File: src/rtl/dram_refresh_scheduler_if.sv
// Refresh scheduler <-> DRAM command controller handshake bundle.
// master: the scheduler side; slave: the command controller side.
interface dram_refresh_scheduler_if;
    logic       init_done;
    logic       bank_idle;
    logic       ref_ack;
    logic       ref_req;
    logic       ref_urgent;
    logic       ref_busy;
    logic [3:0] pending_cnt;
    logic       overflow_err;

    modport master (
        input  init_done,
        input  bank_idle,
        input  ref_ack,
        output ref_req,
        output ref_urgent,
        output ref_busy,
        output pending_cnt,
        output overflow_err
    );

    modport slave (
        output init_done,
        output bank_idle,
        output ref_ack,
        input  ref_req,
        input  ref_urgent,
        input  ref_busy,
        input  pending_cnt,
        input  overflow_err
    );
endinterface

File: src/rtl/dram_refresh_scheduler.sv
// tREFI interval tracking, postponed-refresh debt and tRFC blackout for the DRAM command FSM.
// Optional feature macro: DRAM_REFRESH_POSTPONE_EN (postponement up to MAX_POSTPONE refreshes).
module dram_refresh_scheduler #(
    parameter int unsigned TREFI        = 250,
    parameter int unsigned TRFC         = 172,
    parameter int unsigned MAX_POSTPONE = 8
) (
    input logic                      CLK,
    input logic                      nRST,
    dram_refresh_scheduler_if.master bus
);

`ifdef DRAM_REFRESH_POSTPONE_EN
    localparam int unsigned MaxPostpone = MAX_POSTPONE;
`else
    // Without postponement every owed refresh is urgent and the debt cap is one.
    localparam int unsigned MaxPostpone = MAX_POSTPONE * 0;
`endif
    localparam int unsigned Cap  = MaxPostpone + 1;
    localparam int unsigned IntW = (TREFI > 1) ? $clog2(TREFI) : 1;
    localparam int unsigned RfcW = (TRFC > 1) ? $clog2(TRFC) : 1;

    localparam logic [IntW-1:0] IntLast = IntW'(TREFI - 1);
    localparam logic [RfcW-1:0] RfcLast = RfcW'(TRFC - 1);
    localparam logic [3:0]      CapCnt  = 4'(Cap);

    typedef enum logic [1:0] {
        StIdle,
        StReq,
        StRfc
    } state_e;

    state_e          state_q, state_d;
    logic [IntW-1:0] int_cnt_q, int_cnt_d;
    logic [RfcW-1:0] rfc_cnt_q, rfc_cnt_d;
    logic [3:0]      pending_q, pending_d;
    logic            overflow_q, overflow_d;
    logic            tick;
    logic            at_limit;
    logic            ref_req;
    logic            ref_urgent;
    logic            ref_busy;
    logic            ack_acc;

    always_ff @(posedge CLK) begin
        if (!nRST) begin
            state_q    <= StIdle;
            int_cnt_q  <= '0;
            rfc_cnt_q  <= '0;
            pending_q  <= '0;
            overflow_q <= 1'b0;
        end else begin
            state_q    <= state_d;
            int_cnt_q  <= int_cnt_d;
            rfc_cnt_q  <= rfc_cnt_d;
            pending_q  <= pending_d;
            overflow_q <= overflow_d;
        end
    end

    // Interval counter only runs while init is complete; dropping init_done restarts it.
    always_comb begin
        int_cnt_d = int_cnt_q;
        tick      = 1'b0;
        if (!bus.init_done) begin
            int_cnt_d = '0;
        end else if (int_cnt_q == IntLast) begin
            int_cnt_d = '0;
            tick      = 1'b1;
        end else begin
            int_cnt_d = int_cnt_q + 1'b1;
        end
    end

    // A tick and an accepted ack in the same cycle cancel out.
    always_comb begin
        pending_d  = pending_q;
        overflow_d = overflow_q;
        if (tick && !ack_acc) begin
            if (pending_q == CapCnt) begin
                overflow_d = 1'b1;
            end else begin
                pending_d = pending_q + 4'd1;
            end
        end else if (ack_acc && !tick) begin
            pending_d = pending_q - 4'd1;
        end
    end

`ifdef DRAM_REFRESH_POSTPONE_EN
    localparam logic [3:0] UrgentCnt = 4'(MaxPostpone);
    assign at_limit = (pending_q >= UrgentCnt);
`else
    assign at_limit = 1'b1;
`endif

    always_comb begin
        state_d    = state_q;
        rfc_cnt_d  = rfc_cnt_q;
        ref_req    = 1'b0;
        ref_urgent = 1'b0;
        ref_busy   = 1'b0;
        ack_acc    = 1'b0;
        unique case (state_q)
            StIdle: begin
                if (pending_q != 4'd0) begin
                    state_d = StReq;
                end
            end
            StReq: begin
                ref_urgent = at_limit;
                // Non-urgent requests wait for the banks to close.
                ref_req    = bus.bank_idle || at_limit;
                ack_acc    = bus.ref_ack && ref_req;
                if (ack_acc) begin
                    state_d   = StRfc;
                    rfc_cnt_d = '0;
                end
            end
            StRfc: begin
                ref_busy = 1'b1;
                if (rfc_cnt_q == RfcLast) begin
                    state_d = StIdle;
                end else begin
                    rfc_cnt_d = rfc_cnt_q + 1'b1;
                end
            end
            default: begin
                state_d = StIdle;
            end
        endcase
    end

    assign bus.ref_req      = ref_req;
    assign bus.ref_urgent   = ref_urgent;
    assign bus.ref_busy     = ref_busy;
    assign bus.pending_cnt  = pending_q;
    assign bus.overflow_err = overflow_q;

endmodule

File: src/flat_wrapper.sv
// flat-port wrapper written by rule: the top's interface ports become plain ports
module dram_refresh_scheduler_flat 
#(
    parameter int unsigned TREFI        = 250,
    parameter int unsigned TRFC         = 172,
    parameter int unsigned MAX_POSTPONE = 8
)
  (CLK, nRST, bus_init_done, bus_bank_idle, bus_ref_ack, bus_ref_req, bus_ref_urgent, bus_ref_busy, bus_pending_cnt, bus_overflow_err);
  dram_refresh_scheduler_if bus_i ();
  input logic CLK;
  input logic nRST;
  input wire logic [$bits(bus_i.init_done)-1:0] bus_init_done;
  input wire logic [$bits(bus_i.bank_idle)-1:0] bus_bank_idle;
  input wire logic [$bits(bus_i.ref_ack)-1:0] bus_ref_ack;
  output wire logic [$bits(bus_i.ref_req)-1:0] bus_ref_req;
  output wire logic [$bits(bus_i.ref_urgent)-1:0] bus_ref_urgent;
  output wire logic [$bits(bus_i.ref_busy)-1:0] bus_ref_busy;
  output wire logic [$bits(bus_i.pending_cnt)-1:0] bus_pending_cnt;
  output wire logic [$bits(bus_i.overflow_err)-1:0] bus_overflow_err;
  assign bus_i.init_done = bus_init_done;
  assign bus_i.bank_idle = bus_bank_idle;
  assign bus_i.ref_ack = bus_ref_ack;
  assign bus_ref_req = bus_i.ref_req;
  assign bus_ref_urgent = bus_i.ref_urgent;
  assign bus_ref_busy = bus_i.ref_busy;
  assign bus_pending_cnt = bus_i.pending_cnt;
  assign bus_overflow_err = bus_i.overflow_err;
  dram_refresh_scheduler #(.TREFI(TREFI), .TRFC(TRFC), .MAX_POSTPONE(MAX_POSTPONE)) u_core (.CLK(CLK), .nRST(nRST), .bus(bus_i));
endmodule
File: config.mk
export PLATFORM = sky130hd
export DESIGN_NAME = dram_refresh_scheduler_flat
export DESIGN_NICKNAME = d
export VERILOG_FILES = /design/src/rtl/dram_refresh_scheduler_if.sv /design/src/rtl/dram_refresh_scheduler.sv /design/src/flat_wrapper.sv
export SDC_FILE = /design/constraint.sdc
export NUM_CORES = 1
export LEC_CHECK = 0
export CORE_UTILIZATION = 30
export DETAILED_ROUTE_END_ITERATION = 8
export PLACE_DENSITY = 0.47
export SLEW_MARGIN = 20
export SYNTH_ARGS = -nofsm -noshare
export SYNTH_HDL_FRONTEND = slang
export SYNTH_SLANG_ARGS = --single-unit
File: constraint.sdc
create_clock -name CLK -period 1.8 [get_ports CLK]
set_clock_uncertainty 0.2 [all_clocks]
set_input_delay 0.27 -clock CLK [delete_from_list [all_inputs] [get_ports CLK]]
set_output_delay 0.27 -clock CLK [all_outputs]
set_load 0.02 [all_outputs]
==> results.py <==
metrics = {
    "grt": {
        "gr-usage-all-layers": 0.132,
        "grt_pass1_wl_um": 4210,
        "grt_max_degree": 16,
        "antenna_found_initial": 0,
        "grt_pass1_vias": 945,
        "grt_overflow": 0,
    },
    "routing": {
        "num_vias": 1002,
        "finalWirelength_um": 2440,
        "drc": 0,
        "drt-initial-drc-count": 18,
        "postRouteAntennaNets": 0,
        "vias_per_cell": 4.84,
        "firstDrtPassIters": 4,
        "wl_per_cell_um": 11.8,
    },
    "layout": {
        "drive_gt1_frac": 0.226,
        "nNetsFinal": 172,
        "fillerInstances": 394,
        "n_antenna_cell": 0,
        "synthToLayoutAreaGrowth_pct": 28.7,
    },
    "place": {
        "gp_congestion": 0.714,
        "hpwl_um": 1780,
        "io_buffers": 11,
    },
    "floorplan": {
        "dieArea_um2": 4210,
        "coreArea_um2": 3720,
        "initial_core_util": 0.320,
        "ios": 13,
        "row_count": 22,
        "die_width_um": 64.9,
        "die_y_um": 64.9,
    },
    "critical_path": {
        "slowest_delay_ns": 0.50,
        "critical_path_arrival_ns": 1.70,
        "cp_cell_sequence": "clkdlybuf4s50_1, inv_2, nor4_4, buf_6, mux2i_2, xor2_1, and2_1",
        "crit_required_ns": 1.78,
        "end_kind": "register",
        "cp-start-kind": "input port",
        "crit_fanout": 6,
        "critPathKind": "input port to register",
        "critical-path-slowest-cell": "clkdlybuf4s50_1",
    },
    "synth": {
        "synthArstFlopShare": 0,
        "yosys.area.top_type": "dfxtp_1",
        "synth_area_leaders": "dfxtp_1, ha_1, xnor2_1, nor2_1, nand2_1",
        "synth_fp_nets": 145,
        "syn_area_um2": 1190,
        "synth-seq-cells": 23,
        "ys_warn_count": 0,
        "synth_cell_types": 40,
        "synth-main-ff-cell": "dfxtp_1",
        "synth_top_area_share": 0.388,
        "synth_edf_count": 0,
        "avgSynthCellArea_um2": 8.93,
        "synthCells": 133,
        "seq_area_frac_synth": 0.388,
        "synthMostInstantiatedCell": "dfxtp_1",
        "synthTopCellsByCount": "dfxtp_1, nor2_1, nand2_1",
    },
    "sta": {
        "fmaxAchievable_ghz": 0.579,
        "finalHoldViolCount": 0,
        "setup_viol": 0,
        "min_period_ns": 1.73,
        "slew_violations": 0,
        "tns_ns": 0,
        "max-slew-margin-rel": 0.827,
        "period_share": 0.960,
        "tightestPinTransition_ns": 0.259,
    },
    "pwr": {
        "seqPwrFrac": 0.430,
        "p_comb_frac": 0.329,
        "pwr-share-clk": 0.241,
        "power.switching_uw": 470,
        "p_leak_uw": 0.000643,
        "report.power.total_uw": 1390,
        "p_sw_frac": 0.337,
        "power_density_nw_per_um2": 913,
        "p_int_uw": 925,
        "irDropWorstVdd_v": 0.000325,
    },
    "run_status": {
        "outcome": "finished, final reports clean",
    },
    "clock_tree": {
        "clock_path_buffers": 2,
        "cts.clk_slew.worst_paths_ns": 0.09,
        "cts_buffers": 3,
        "htree_levels": 1,
        "cts_root_buf": "clkbuf_8",
        "insertion_delay_ns": 0.27,
        "cts_tree": "built",
        "cts_hold_buf": 0,
        "cts.sinks": 23,
    },
    "worst_hold_path": {
        "hp-class": "input port to register",
    },
    "run": {
        "max_cap_violations": 0,
    },
}
## state kept, by name, indices dropped and copies added (netlist names)
name,count
u_core.state_q,2
u_core.int_cnt_q,8
u_core.bus.pending_cnt,4
u_core.bus.overflow_err,1
u_core.rfc_cnt_q,8
## cell type report
| type | count | area, um2 | area share |
|---|---|---|---|
| clock buffer | 3 | 41.3 | 0.0270 |
| clock inverter | 1 | 5.00 | 0.00328 |
| inverter | 7 | 26.3 | 0.0172 |
| multi-input combinational | 100 | 713 | 0.467 |
| sequential | 23 | 465 | 0.305 |
| tap | 48 | 60.1 | 0.0393 |
| timing repair buffer | 25 | 216 | 0.142 |
## final timing paths
check,from,to,slack [ns],cells past startpoint
setup / recovery,bus_init_done,u_core.bus.pending_cnt[3],0.07,7
hold / removal,bus_ref_ack,u_core.state_q[0],0.15,4
setup reg to reg,u_core.bus.pending_cnt[1],u_core.bus.pending_cnt[3],0.09,5
hold reg to reg,u_core.bus.overflow_err,u_core.bus.overflow_err,0.28,1
## power by group through the flow
stage / Sequential, uW / Combinational [uW] / Clock [uW]
final: 600 / 459 / 336
after global routing: 609 / 509 / 364
after CTS: 598 / 442 / 351
after detailed placement: 610 / 468 / 0
after global placement: 607 / 462 / 0
after floorplan: 640 / 248 / 0
## cell families after synthesis
family / share of synthesized area
mux: 0.0253
compound gates: 0.117
buf+inv: 0.0358
simple gates: 0.279
flops: 0.388
fa+ha+maj: 0.0738
xor+xnor: 0.0811
## metal layers
metal / GRT usage / part of all wire
met2: 0.215 / 0.47
met3: 0.0211 / 0.025
met5: 0 / 0
met4: 0.0750 / 0.020
met1: 0.162 / 0.48
## cells in the final DEF, fill, tap and decap left out, drive strengths merged, types with 2 or more instances in the layout
cell / Yosys / routed
a21oi: 7 / 7
and2: 3 / 3
and3: 2 / 2
buf: 2 / 14
clkbuf: 1 / 3
clkdlybuf4s50: 0 / 3
dfxtp: 23 / 23
dlygate4sd2: 0 / 6
dlymetal6s2s: 0 / 2
ha: 7 / 7
inv: 7 / 7
mux2i: 3 / 3
nand2: 12 / 12
nand3: 8 / 8
nand3b: 2 / 2
nand4: 3 / 3
nor2: 16 / 16
o21a: 2 / 2
o21ai: 5 / 5
or3: 2 / 2
xnor2: 9 / 9
xor2: 2 / 2
## stage by stage
step / area (um2) / cells / utilization / setup slack, ns / hold slack (ns)
after CTS: 1490 / 207 / 0.400 / 0.0129 / 0.288
after global routing: 1530 / 207 / 0.411 / -0.00436 / 0.182
after detailed placement: 1450 / 203 / 0.390 / -0.268 / 0.265
after floorplan: 1190 / 133 / - / 0.0129 / 0.222
final: 1530 / 207 / 0.411 / 0.0717 / 0.154
after global placement: 1450 / 203 / 0.390 / -0.225 / 0.254
## what timing repair did
action,in CTS,in global routing
setup endpoints to repair,6,9
pin swaps,0,1
gates resized for setup,6,14
setup buffers,0,0
## worst max-delay path, delay by kind of cell
kind	cells	cell delay [ns]
xor gates and xnor gates	1	0.08
buffers and inverters	3	0.72
muxes	1	0.23
and+or+nand+nor	2	0.41
(Power assumes the default switching activity.)
